**src/rtl/ps2_byte_rx_pkg.sv**
```systemverilog
// rtl/ps2_byte_rx_pkg.sv - shared PS/2 receiver definitions
// State encodings, frame constants and scan-code values shared with the key decoder.
package ps2_byte_rx_pkg;

    typedef enum logic [1:0] {
        ST_IDLE   = 2'd0,
        ST_DATA   = 2'd1,
        ST_PARITY = 2'd2,
        ST_STOP   = 2'd3
    } ps2_state_t;

    localparam int         PS2_DATA_BITS = 8;
    localparam logic [7:0] PS2_BREAK     = 8'hF0;
    localparam logic [7:0] PS2_EXT       = 8'hE0;

    // PS/2 uses odd parity across the eight data bits plus the parity bit.
    function automatic logic ps2_parity_ok(input logic [7:0] data, input logic par);
        return ^{data, par};
    endfunction

endpackage

```
**src/rtl/ps2_sync_filter.sv**
```systemverilog
// rtl/ps2_sync_filter.sv - 2-FF synchroniser plus run-length glitch filter
// The output follows the synchronised input only after FILTER_LEN consecutive differing samples.
module ps2_sync_filter #(
    parameter int   FILTER_LEN = 8,
    parameter logic RESET_VAL  = 1'b1
) (
    input  logic clk,
    input  logic rst,
    input  logic i_raw,
    output logic o_filt
);

    localparam int             CW   = $clog2(FILTER_LEN + 1);
    localparam logic [CW-1:0]  LAST = CW'(FILTER_LEN - 1);

    logic          r_sync1;
    logic          r_sync2;
    logic          r_filt;
    logic [CW-1:0] r_cnt;

    always_ff @(posedge clk or negedge rst) begin
        if (!rst) begin
            r_sync1 <= RESET_VAL;
            r_sync2 <= RESET_VAL;
            r_filt  <= RESET_VAL;
            r_cnt   <= '0;
        end else begin
            r_sync1 <= i_raw;
            r_sync2 <= r_sync1;
            // Any sample agreeing with the current output restarts the run.
            if (r_sync2 == r_filt) begin
                r_cnt <= '0;
            end else if (r_cnt == LAST) begin
                r_filt <= r_sync2;
                r_cnt  <= '0;
            end else begin
                r_cnt <= r_cnt + CW'(1);
            end
        end
    end

    assign o_filt = r_filt;

endmodule

```
**src/rtl/ps2_byte_rx.sv**
```systemverilog
// rtl/ps2_byte_rx.sv - PS/2 device-to-host byte receiver
// Filters the pads, assembles 11-bit frames, checks parity/framing and aborts stalled frames.
module ps2_byte_rx
    import ps2_byte_rx_pkg::*;
#(
    parameter int FILTER_LEN     = 8,
    parameter int TIMEOUT_CYCLES = 20000
) (
    input  logic       clk,
    input  logic       rst,
    input  logic       ps2_clk_in,
    input  logic       ps2_data_in,
    output logic [7:0] byte_data,
    output logic       byte_valid,
    output logic       parity_err,
    output logic       frame_err,
    output logic       busy
);

    localparam int            TW       = $clog2(TIMEOUT_CYCLES);
    localparam logic [TW-1:0] TO_LAST  = TW'(TIMEOUT_CYCLES - 1);
    localparam logic [2:0]    LAST_BIT = 3'(PS2_DATA_BITS - 1);

    logic w_clk_f;
    logic w_data_f;
    logic w_fall;
    logic w_timeout;

    logic          r_clk_prev;
    ps2_state_t    r_state;
    logic [2:0]    r_bit_cnt;
    logic [7:0]    r_shift;
    logic          r_par;
    logic [TW-1:0] r_to_cnt;

    ps2_state_t    w_state_next;
    logic [2:0]    w_bit_next;
    logic [7:0]    w_shift_next;
    logic          w_par_next;
    logic [7:0]    w_byte_next;
    logic          w_valid_next;
    logic          w_perr_next;
    logic          w_ferr_next;

    ps2_sync_filter #(
        .FILTER_LEN (FILTER_LEN),
        .RESET_VAL  (1'b1)
    ) u_clk_filt (
        .clk    (clk),
        .rst    (rst),
        .i_raw  (ps2_clk_in),
        .o_filt (w_clk_f)
    );

    ps2_sync_filter #(
        .FILTER_LEN (FILTER_LEN),
        .RESET_VAL  (1'b1)
    ) u_data_filt (
        .clk    (clk),
        .rst    (rst),
        .i_raw  (ps2_data_in),
        .o_filt (w_data_f)
    );

    assign w_fall    = r_clk_prev & ~w_clk_f;
    assign w_timeout = (r_state != ST_IDLE) && (r_to_cnt == TO_LAST);
    assign busy      = (r_state != ST_IDLE);

    always_comb begin
        w_state_next = r_state;
        w_bit_next   = r_bit_cnt;
        w_shift_next = r_shift;
        w_par_next   = r_par;
        w_byte_next  = byte_data;
        w_valid_next = 1'b0;
        w_perr_next  = 1'b0;
        w_ferr_next  = 1'b0;
        // A fall takes priority over a timeout landing in the same cycle.
        if (w_fall) begin
            case (r_state)
                ST_IDLE: begin
                    if (!w_data_f) begin
                        w_state_next = ST_DATA;
                        w_bit_next   = 3'd0;
                    end else begin
                        w_ferr_next = 1'b1;
                    end
                end
                ST_DATA: begin
                    w_shift_next = {w_data_f, r_shift[7:1]};
                    if (r_bit_cnt == LAST_BIT) begin
                        w_state_next = ST_PARITY;
                    end else begin
                        w_bit_next = r_bit_cnt + 3'd1;
                    end
                end
                ST_PARITY: begin
                    w_par_next   = w_data_f;
                    w_state_next = ST_STOP;
                end
                ST_STOP: begin
                    if (!w_data_f) begin
                        w_ferr_next = 1'b1;
                    end else if (!ps2_parity_ok(r_shift, r_par)) begin
                        w_perr_next = 1'b1;
                    end else begin
                        w_byte_next  = r_shift;
                        w_valid_next = 1'b1;
                    end
                    w_state_next = ST_IDLE;
                end
                default: w_state_next = ST_IDLE;
            endcase
        end else if (w_timeout) begin
            w_ferr_next  = 1'b1;
            w_state_next = ST_IDLE;
        end
    end

    always_ff @(posedge clk or negedge rst) begin
        if (!rst) begin
            r_clk_prev <= 1'b1;
            r_state    <= ST_IDLE;
            r_bit_cnt  <= 3'd0;
            r_shift    <= 8'h00;
            r_par      <= 1'b0;
            byte_data  <= 8'h00;
            byte_valid <= 1'b0;
            parity_err <= 1'b0;
            frame_err  <= 1'b0;
        end else begin
            r_clk_prev <= w_clk_f;
            r_state    <= w_state_next;
            r_bit_cnt  <= w_bit_next;
            r_shift    <= w_shift_next;
            r_par      <= w_par_next;
            byte_data  <= w_byte_next;
            byte_valid <= w_valid_next;
            parity_err <= w_perr_next;
            frame_err  <= w_ferr_next;
        end
    end

    // Stall counter: saturating so a long idle hold can never wrap back to zero.
    always_ff @(posedge clk or negedge rst) begin
        if (!rst) begin
            r_to_cnt <= '0;
        end else if (w_fall || (r_state == ST_IDLE)) begin
            r_to_cnt <= '0;
        end else if (r_to_cnt != {TW{1'b1}}) begin
            r_to_cnt <= r_to_cnt + TW'(1);
        end
    end

endmodule

```
**config.mk**
```make
export PLATFORM = sky130hd
export DESIGN_NAME = ps2_byte_rx
export DESIGN_NICKNAME = d
export VERILOG_FILES = /design/src/rtl/ps2_byte_rx_pkg.sv /design/src/rtl/ps2_sync_filter.sv /design/src/rtl/ps2_byte_rx.sv
export SDC_FILE = /design/constraint.sdc
export NUM_CORES = 1
export LEC_CHECK = 0
export CAP_MARGIN = 30
export CORE_MARGIN = 3
export CORE_UTILIZATION = 40
export DETAILED_ROUTE_END_ITERATION = 10
export SYNTH_ARGS = -nofsm -noshare
export SYNTH_HDL_FRONTEND = slang
export SYNTH_SLANG_ARGS = --single-unit
```
**constraint.sdc**
```tcl
create_clock -name clk -period 2.3 [get_ports clk]
set_clock_uncertainty 0.05 [all_clocks]
set_input_delay 0.46 -clock clk [delete_from_list [all_inputs] [get_ports clk]]
set_output_delay 0.46 -clock clk [all_outputs]
set_load 0.05 [all_outputs]
```
==> reports/metrics.yaml <==
run_status: "complete, no violations"
vdd_ir_drop_max_mv: 0.341
cp-end-kind: "register"
worst-slew-pin-transition_ps: 526
antenna_cells: 0
io_buffers: 15
dpl_cell_area_mm2: 0.00280
core_mm2: 0.00603
synthArstFlopShare_pct: 100
period_needed_ps: 2190
antenna_found_initial: 0
wl_um: 4280
synth_area_mm2: 0.00252
dr_total_vias: 1687
drive_above_1_share_pct: 19.5
synth.net_count: 241
drc_errors: 0
clock-sinks: 55
finalHoldViolCount: 0
synth_cell_types: 33
path_max_fanout: 3
slew_violations: 0
avgSynthCellArea_um2: 11.0
start_kind: "register"
drt_pass1_iterations: 2
gr-usage-all-layers_pct: 13.2
areaGrowthSynthToFinish_pct: 15.8
synth-edff-count: 0
avgRoutedWirePerCell_um: 12.9
initial_utilization_pct: 41.8
crit_slowest_cell: "or4b_2"
place_inst: 321
p_per_area_mw_per_mm2: 829
layout_common_cells: "48 x dfrtp_1, 24 x nor2_1, 21 x nand2_1, 18 x xnor2_1, 17 x mux2_2"
initialDrtViolationCount: 38
ys_warn_count: 0
met3RoutedLength_um: 150
setup_viol: 0
hpwl_um: 3120
gp_congestion: 0.795
dieArea_mm2: 0.00728
finish.instance_area_mm2: 0.00292
viasPerCell: 5.08
hold_class: "input port to asynchronous set/reset pin"
grt_pass1_wl_um: 7790
arrival_ps: 2340
clockRootBuffer: "clkbuf_8"
clkLatencyLatePin_ps: 310
wl_met1_um: 2100
io_pins: 16
crit_chain: "inv_1, ha_1, or4b_2, nor3_2, a31oi_1, o21bai_1, a32o_1"
synth_ff_type: "dfrtp_1"
ant_nets: 0
max_stage_delay_ps: 680
die_h_um: 85.4
max_cap_viol_count: 0
placementRows: 28
cts_hold_buf: 0
required_ps: 2450
numCtsBuffers: 5
cts_tree: "done"
grt.overflow.total: 0
die_w_um: 85.4
grt_pass1_vias: 1734
clk_pin_slew_ps: 100
ctsHtreeMaxLevel: 2
fin_crit_sh_pct: 95.1
netlist_instances: 228
fmax_mhz: 457
rsz0062_at_grt: "no"
layout_commonest_cell: "dfrtp_1"
max-slew-margin-rel_pct: 64.9
tns_ps: 0
ys_ff_latch: 55
layout.nets: 269
wl_met2_um: 2000
power_leakage_uw: 0.00126
grt_max_degree: 29
clockBufferDepth: 2
fin_cells: 332
critical_path_class: "register to register"
top_layer: "met4"
yosysSeqAreaShare_pct: 55.0
finalPower_uw: 2420
per-stage QoR:
| step | setup WS, ps | hold slack, ps | utilization [%] |
|---|---|---|---|
| 2_1_floorplan | 206 | 114 | - |
| 3_3_place_gp | 173 | 297 | 46.5 |
| 3_5_place_dp | 49.6 | 297 | 46.5 |
| 4_1_cts | 21.7 | 71.1 | 48.0 |
| 5_1_grt | 19.0 | 78.2 | 48.4 |
| 6_report | 114 | 54.4 | 48.4 |
final cells by class:
type | instances | area (µm²)
clock buffers | 6 | 72.6
clock inverters | 2 | 16.3
fillers | 553 | 3110
inverters | 7 | 26.3
multi-input cells | 163 | 1100
flip-flops and latches | 55 | 1390
well taps | 75 | 93.8
repair buffers | 24 | 223
state kept, by name (all words and copies together) (netlist names):
register	cells
r_to_cnt	15
r_state	2
byte_data	8
u_clk_filt.r_cnt	4
u_clk_filt.r_sync1	1
r_bit_cnt	3
r_clk_prev	1
u_data_filt.r_cnt	4
r_par	1
u_data_filt.o_filt	1
byte_valid	1
parity_err	1
u_clk_filt.o_filt	1
u_data_filt.r_sync1	1
u_clk_filt.r_sync2	1
u_data_filt.r_sync2	1
r_shift	8
frame_err	1
layer usage:
| layer | global-route usage, % | up-vias |
|---|---|---|
| li1 | - | 838 |
| met1 | 16.9 | 826 |
| met2 | 21.7 | 18 |
| met3 | 4.08 | 5 |
| met4 | 3.45 | 0 |
| met5 | 0 | - |
critical path, delay by kind of cell (launching register included):
family,cells,cell delay [ps]
AO/OA/AOI/OAI,3,540
adder cells (fa/ha/maj),1,220
buffers and inverters,1,70
flip-flops,1,390
AND/OR/NAND/NOR,2,800
repair_timing:
item	in CTS	in global routing
setup buffers	0	3
endpoints found under the setup margin	0	2
gates resized for setup	0	1
report_power, final:
part,leakage (µW),internal [µW],switching (µW)
clock network,0.0000418,219,321
registers,0.000734,1110,114
logic,0.000481,277,378
total,0.00126,1610,812
path summary, 6_finish.rpt:
check | depth (start not counted) | startpoint | slack [ps] | to
setup / recovery | 7 | r_state[0] | 110 | r_state[1]
hold / removal | 1 | rst | 50 | u_data_filt.r_cnt[2]
setup reg to reg | 7 | r_state[0] | 110 | r_state[1]
hold reg to reg | 0 | u_clk_filt.r_sync1 | 310 | u_clk_filt.r_sync2
max in group asynchronous | 3 | rst | 1460 | byte_data[3]
min in group clk | 0 | u_clk_filt.r_sync1 | 310 | u_clk_filt.r_sync2
kinds of logic after synthesis:
kind of cell / share of synthesized area (%)
XOR/XNOR: 6.95
adder cells (fa/ha/maj): 4.47
AND/OR/NAND/NOR: 17.1
multiplexers: 8.59
AO/OA/AOI/OAI: 6.36
buffers and inverters: 1.49
flip-flops: 55.0
cell usage after synthesis, types with 3 or more instances:
| cell type | instances | area [µm²] |
|---|---|---|
| nor3_1 | 9 | 45.0 |
| mux2_2 | 17 | 191 |
| nand3_1 | 11 | 55.1 |
| nor2_1 | 24 | 90.1 |
| inv_1 | 7 | 26.3 |
| dfstp_2 | 7 | 184 |
| nand2_1 | 21 | 78.8 |
| a22o_1 | 3 | 26.3 |
| ha_1 | 9 | 113 |
| o21ai_0 | 9 | 45.0 |
| a21oi_1 | 8 | 40.0 |
| xnor2_1 | 18 | 158 |
| nor4_1 | 4 | 25.0 |
| nor2b_1 | 4 | 25.0 |
| or2_2 | 4 | 25.0 |
| clkbuf_1 | 3 | 11.3 |
| dfrtp_1 | 48 | 1200 |
Power figures use the tool's default switching activity.
==> patch 1 (same settings) <==
Add an input register stage for `ps2_data_in`; this delays it by one clock.
--- a/src/rtl/ps2_byte_rx.sv
+++ b/src/rtl/ps2_byte_rx.sv
@@ -20,6 +20,12 @@
     localparam int            TW       = $clog2(TIMEOUT_CYCLES);
     localparam logic [TW-1:0] TO_LAST  = TW'(TIMEOUT_CYCLES - 1);
     localparam logic [2:0]    LAST_BIT = 3'(PS2_DATA_BITS - 1);
+
+    logic ps2_data_q;
+
+    always_ff @(posedge clk) begin
+        ps2_data_q <= ps2_data_in;
+    end
 
     logic w_clk_f;
     logic w_data_f;
@@ -58,7 +64,7 @@
     ) u_data_filt (
         .clk    (clk),
         .rst    (rst),
-        .i_raw  (ps2_data_in),
+        .i_raw  (ps2_data_q),
         .o_filt (w_data_f)
     );
 
Behaviour: same outputs for any inputs over 10 cycles, from zero or initial values and one cycle with rst low; that may be too few to reach the edited logic, so the function may still have changed.
==> patch 1 against the unedited design <==
Critical path depth is the same; wire length shrank 4.7%; sequential cell count grew 1; worst setup slack lost 0.085 ns; synthesized area grew 0.79%; highest routed layer unchanged; synthesized cell count grew 0.44%; total power grew 4.6%; maximum frequency shrank 3.7%; design area grew 1.2%.
==> patch 1: results (changes against the unedited design) <==
[detailed_routing]
drt_wl_total_um = 4080  ; was 4280 µm
firstDrtPassIters = 4  ; was 2
vias_per_cell = 5.02  ; was 5.08
drtIter0Drc = 53  ; was 38
wl_per_cell_um = 12.3  ; was 12.9 µm

[global_route]
grt_pass1_wl_um = 7600  ; was 7790 µm
grt_pass1_vias = 1694  ; was 1734
grt_max_degree = 34  ; was 29
gr-usage-all-layers_pct = 12.7  ; was 13.2%

[timing]
hold_slack_ns = 0.0648  ; was 0.0544 ns
tightest_slew_ns = 0.514  ; was 0.526 ns

[synth]
synth_xor_area_share_pct = 6.90  ; was 6.95%
synth.distinct_cells = 34  ; was 33
synthTopCellsByArea = dfrtp_1 47%, mux2_2 7.5%, dfstp_2 7.2%  ; was dfrtp_1 48%, mux2_2 7.6%, dfstp_2 7.3%
synth_mux_area_share_pct = 8.53  ; was 8.59%
synth_compound_area_share_pct = 6.31  ; was 6.36%
netlist_instances = 229  ; was 228
ys_seq_area_share_pct = 55.3  ; was 55.0%
synthArstFlopShare_pct = 98.2  ; was 100%
syn_nets = 242  ; was 241

[status]
outcome = completed  ; unchanged

[placed_design]
placed_cell_area_um2 = 2810  ; was 2800 µm²
dpl.hpwl_um = 2960  ; was 3120 µm
pre_cts_ws_ns = 0.0750  ; was 0.0496 ns
gp_congestion = 0.752  ; was 0.795

[setup_path]
crit_fanout = 4  ; was 3
reg2reg_slack_ns = 0.03  ; was 0.11 ns
cp.arrival_ns = 2.43  ; was 2.34 ns

[power_and_ir_drop]
p_per_area_nw_per_um2 = 858  ; was 829 nW/µm²
p_int_w = 0.00173  ; was 0.00161 W
ir_worst_vdd_v = 0.000427  ; was 0.000341 V
leakage_nw = 1.28  ; was 1.26 nW

[final_layout]
fillers = 555  ; was 553
seq_area_um2 = 1410  ; was 1390 µm²
layout-drive-gt1-share_pct = 19.1  ; was 19.5%

## patch 1: cell types whose count changed after synthesis
cell     delta
dfxtp_1     +1
## patch 1: logic make-up after synthesis
family | after synthesis
AND/OR/NAND/NOR | 89
flip-flops | 56
AO/OA/AOI/OAI | 26
XOR/XNOR | 20
multiplexers | 19
buffers and inverters | 10
adder cells (fa/ha/maj) | 9
## patch 1: power groups by stage
stage	sequential (W)	clock [W]	combinational [W]
finish	0.00124	0.000646	0.000644
global route	0.00126	0.000717	0.000732
CTS	0.00125	0.000684	0.000626
detailed placement	0.00126	0	0.000622
global placement	0.00126	0	0.000612
floorplan	0.00125	0	0.000435
## patch 1: metal layers
metal	wire length, µm	global-route usage [%]	vias to the layer above
li1	-	-	845
met1	2080	17.2	798
met2	1850	20.1	18
met3	108	2.88	4
met4	39	4.32	0
met5	0	0	-
## patch 1: how the worst max path moves through the flow
stage | slack, ns | startpoint | endpoint
final | 0.03 | r_state[0]$_DFFE_PN0P_ | r_state[1]$_DFFE_PN0P_
after global routing | -0.009 | r_state[0]$_DFFE_PN0P_ | r_state[1]$_DFFE_PN0P_
after CTS | 0.05 | r_state[0]$_DFFE_PN0P_ | r_state[1]$_DFFE_PN0P_
after detailed placement | 0.08 | r_state[0]$_DFFE_PN0P_ | r_state[1]$_DFFE_PN0P_
after global placement | 0.17 | r_state[0]$_DFFE_PN0P_ | r_state[1]$_DFFE_PN0P_
after floorplan | 0.21 | r_state[0]$_DFFE_PN0P_ | r_state[1]$_DFFE_PN0P_
## patch 1: final cells by class
cell class / count / area share (%)
multi-input combinational: 163 / 37.1
clock inverter: 3 / 1.57
timing repair buffer: 23 / 7.29
inverter: 7 / 0.890
tap: 75 / 3.18
clock buffer: 5 / 2.33
sequential: 56 / 47.6
==> patch 2 (same settings) <==
Made on the original files. `FILTER_LEN` is set to 8 in 2 places; all go to 16.
--- a/src/rtl/ps2_sync_filter.sv
+++ b/src/rtl/ps2_sync_filter.sv
@@ -1,7 +1,7 @@
 // rtl/ps2_sync_filter.sv - 2-FF synchroniser plus run-length glitch filter
 // The output follows the synchronised input only after FILTER_LEN consecutive differing samples.
 module ps2_sync_filter #(
-    parameter int   FILTER_LEN = 8,
+    parameter int   FILTER_LEN = 16,
     parameter logic RESET_VAL  = 1'b1
 ) (
     input  logic clk,
--- a/src/rtl/ps2_byte_rx.sv
+++ b/src/rtl/ps2_byte_rx.sv
@@ -3,7 +3,7 @@
 module ps2_byte_rx
     import ps2_byte_rx_pkg::*;
 #(
-    parameter int FILTER_LEN     = 8,
+    parameter int FILTER_LEN     = 16,
     parameter int TIMEOUT_CYCLES = 20000
 ) (
     input  logic       clk,
Behaviour: same outputs for any inputs over 10 cycles, from zero or initial values and one cycle with rst low; that may be too few to reach the edited logic, so the function may still have changed.
==> patch 2 against the unedited design <==
Core utilization rose by 2.5 points; die area rose by 2.0%; synthesized area rose by 2.2%; global-route usage rose by 0.66 points; count of clock-buffer cells in the layout rose by 5; worst hold slack improved by 0.031 ns; sequential cell count rose by 2; design area rose by 5.7%; non-clock buffer count fell by 3; worst setup slack improved by 0.16 ns; wire length rose by 1.5%; register-to-register slack improved by 0.23 ns.
Power is not compared: it rests on default switching activity, and its combinational part moved more than twofold at a synthesized area within 25%.
==> patch 2: results (changes against the unedited design) <==
[setup_path]
reg2reg_slack_ns = 0.34  ; was 0.11 ns
cpPeakStageDelay_ns = 0.81  ; was 0.68 ns
cp.arrival_ns = 1.52  ; was 2.34 ns
reg2reg_to = byte_data[0]$_DFFE_PN0P_  ; was r_state[1]$_DFFE_PN0P_
crit_path_end = byte_data[7]  ; was r_state[1]$_DFFE_PN0P_
crit_path_start = byte_data[7]$_DFFE_PN0P_  ; was r_state[0]$_DFFE_PN0P_
crit_path_top_delay_cell = clkdlybuf4s50_1  ; was or4b_2
r2r_start = r_shift[4]$_DFFE_PN0P_  ; was r_state[0]$_DFFE_PN0P_
critPathTopFamily = buffers and inverters  ; was simple AND/OR/NAND/NOR gates
ff2ff_path_depth = 5  ; was 7

[final_layout]
antenna_cells = 0  ; unchanged
layout-drive-gt1-share_pct = 18.6  ; was 19.5%
fillers = 531  ; was 553
nNetsFinal = 271  ; was 269

[placed_design]
dpl.hpwl_um = 3000  ; was 3120 µm
placed_cell_area_um2 = 2840  ; was 2800 µm²
gp_congestion = 0.756  ; was 0.795

[timing]
tightest_slew_ns = 0.633  ; was 0.526 ns
min_period_over_period_pct = 88.1  ; was 95.1%

[synth]
synth.distinct_cells = 31  ; was 33
synthArstFlopShare_pct = 100  ; unchanged
synthTopCellsByArea = dfrtp_1 49%, mux2_2 7.4%, dfstp_2 7.1%  ; was dfrtp_1 48%, mux2_2 7.6%, dfstp_2 7.3%
ys_seq_area_share_pct = 55.8  ; was 55.0%
netlist_top_cells_count = 50 x dfrtp_1, 25 x nor2_1, 17 x mux2_2, 15 x o21ai_0, 14 x xnor2_1  ; was 48 x dfrtp_1, 24 x nor2_1, 21 x nand2_1, 18 x xnor2_1, 17 x mux2_2
syn_nets = 243  ; was 241

[cts]
clock_latency_ns = 0.34  ; was 0.31 ns
clockBufferDepth = 2  ; unchanged
cts-resized-gates = 0  ; unchanged
post_cts_buffers = 0  ; unchanged
clk_pin_slew_worst_paths_ns = 0.07  ; was 0.10 ns
cts_buffers = 9  ; was 5
cts-htree-levels = 3  ; was 2

[power_and_ir_drop]
ir_worst_vdd_v = 0.000381

[global_route]
grt_pass1_wl_um = 8000  ; was 7790 µm
grt_pass1_vias = 1769  ; was 1734
grt_max_degree = 30  ; was 29
gr-usage-all-layers_pct = 13.8  ; was 13.2%

[detailed_routing]
drtIter0Drc = 77  ; was 38
wl_per_cell_um = 12.9  ; about the same
num_vias = 1708  ; was 1687
firstDrtPassIters = 4  ; was 2

[status]
outcome = completed  ; unchanged

[patch 2: cell types whose count changed after synthesis, moves of 3 or more]
cell and delta:
nand2_1 -9, o21ai_0 +6, xor2_1 +6, xnor2_1 -4
a31oi_1 +3, and2_1 +3, nor2b_1 -3, or2_2 -3
[patch 2: cell families (layout without fill, tap and decap cells)]
| family | after synthesis | after routing | share of synthesized area [%] |
|---|---|---|---|
| AND/OR/NAND/NOR | 79 | 79 | 14.9 |
| flip-flops | 57 | 57 | 55.8 |
| AO/OA/AOI/OAI | 30 | 30 | 6.76 |
| XOR/XNOR | 22 | 22 | 7.49 |
| multiplexers | 20 | 20 | 8.80 |
| buffers and inverters | 13 | 46 | 1.90 |
| adder cells (fa/ha/maj) | 9 | 9 | 4.38 |
[patch 2: final cells by class]
class	count	area (µm²)	share of cell area [%]
multi-input combinational	160	1090	35.3
tap	75	93.8	3.04
timing repair buffer	21	188	6.09
sequential	57	1440	46.5
inverter	9	33.8	1.10
clock buffer	11	141	4.58
clock inverter	5	103	3.33
[patch 2: how the worst min path moves through the flow]
stage | end | slack [ns] | depth (start not counted)
2_1_floorplan | byte_data[0]$_DFFE_PN0P_ | 0.11 | 0
3_3_place_gp | u_clk_filt.r_sync2$_DFF_PN1_ | 0.30 | 0
3_5_place_dp | u_clk_filt.r_sync2$_DFF_PN1_ | 0.30 | 0
4_1_cts | u_data_filt.r_cnt[3]$_DFF_PN0_ | 0.11 | 1
5_1_grt | u_data_filt.r_cnt[2]$_DFF_PN0_ | 0.13 | 1
6_report | u_data_filt.r_cnt[3]$_DFF_PN0_ | 0.09 | 1
[patch 2: where the power goes]
part | internal [W] | leakage (nW) | switching, W | total (W)
clock network | 0.000748 | 0.120 | 0.000399 | 0.00115
registers | 0.00102 | 0.767 | 0.00000855 | 0.00103
logic | 0.0000167 | 0.502 | 0.0000339 | 0.0000506
total | 0.00178 | 1.39 | 0.000441 | 0.00222
[patch 2: routing by layer]
layer	vias up	part of all wire [%]	global-route usage, %
li1	859	-	-
met1	817	48	17.2
met2	20	46	22.1
met3	12	3.3	3.14
met4	0	2.7	8.07
met5	-	0	0
[patch 2: stage by stage]
step           std cells  setup slack [ns]  hold WS (ns)
2_1_floorplan        230             0.492         0.114
3_3_place_gp         322             0.380         0.297
3_5_place_dp         322             0.350         0.297
4_1_cts              338             0.252         0.107
5_1_grt              338             0.202         0.129
6_report             338             0.274        0.0852
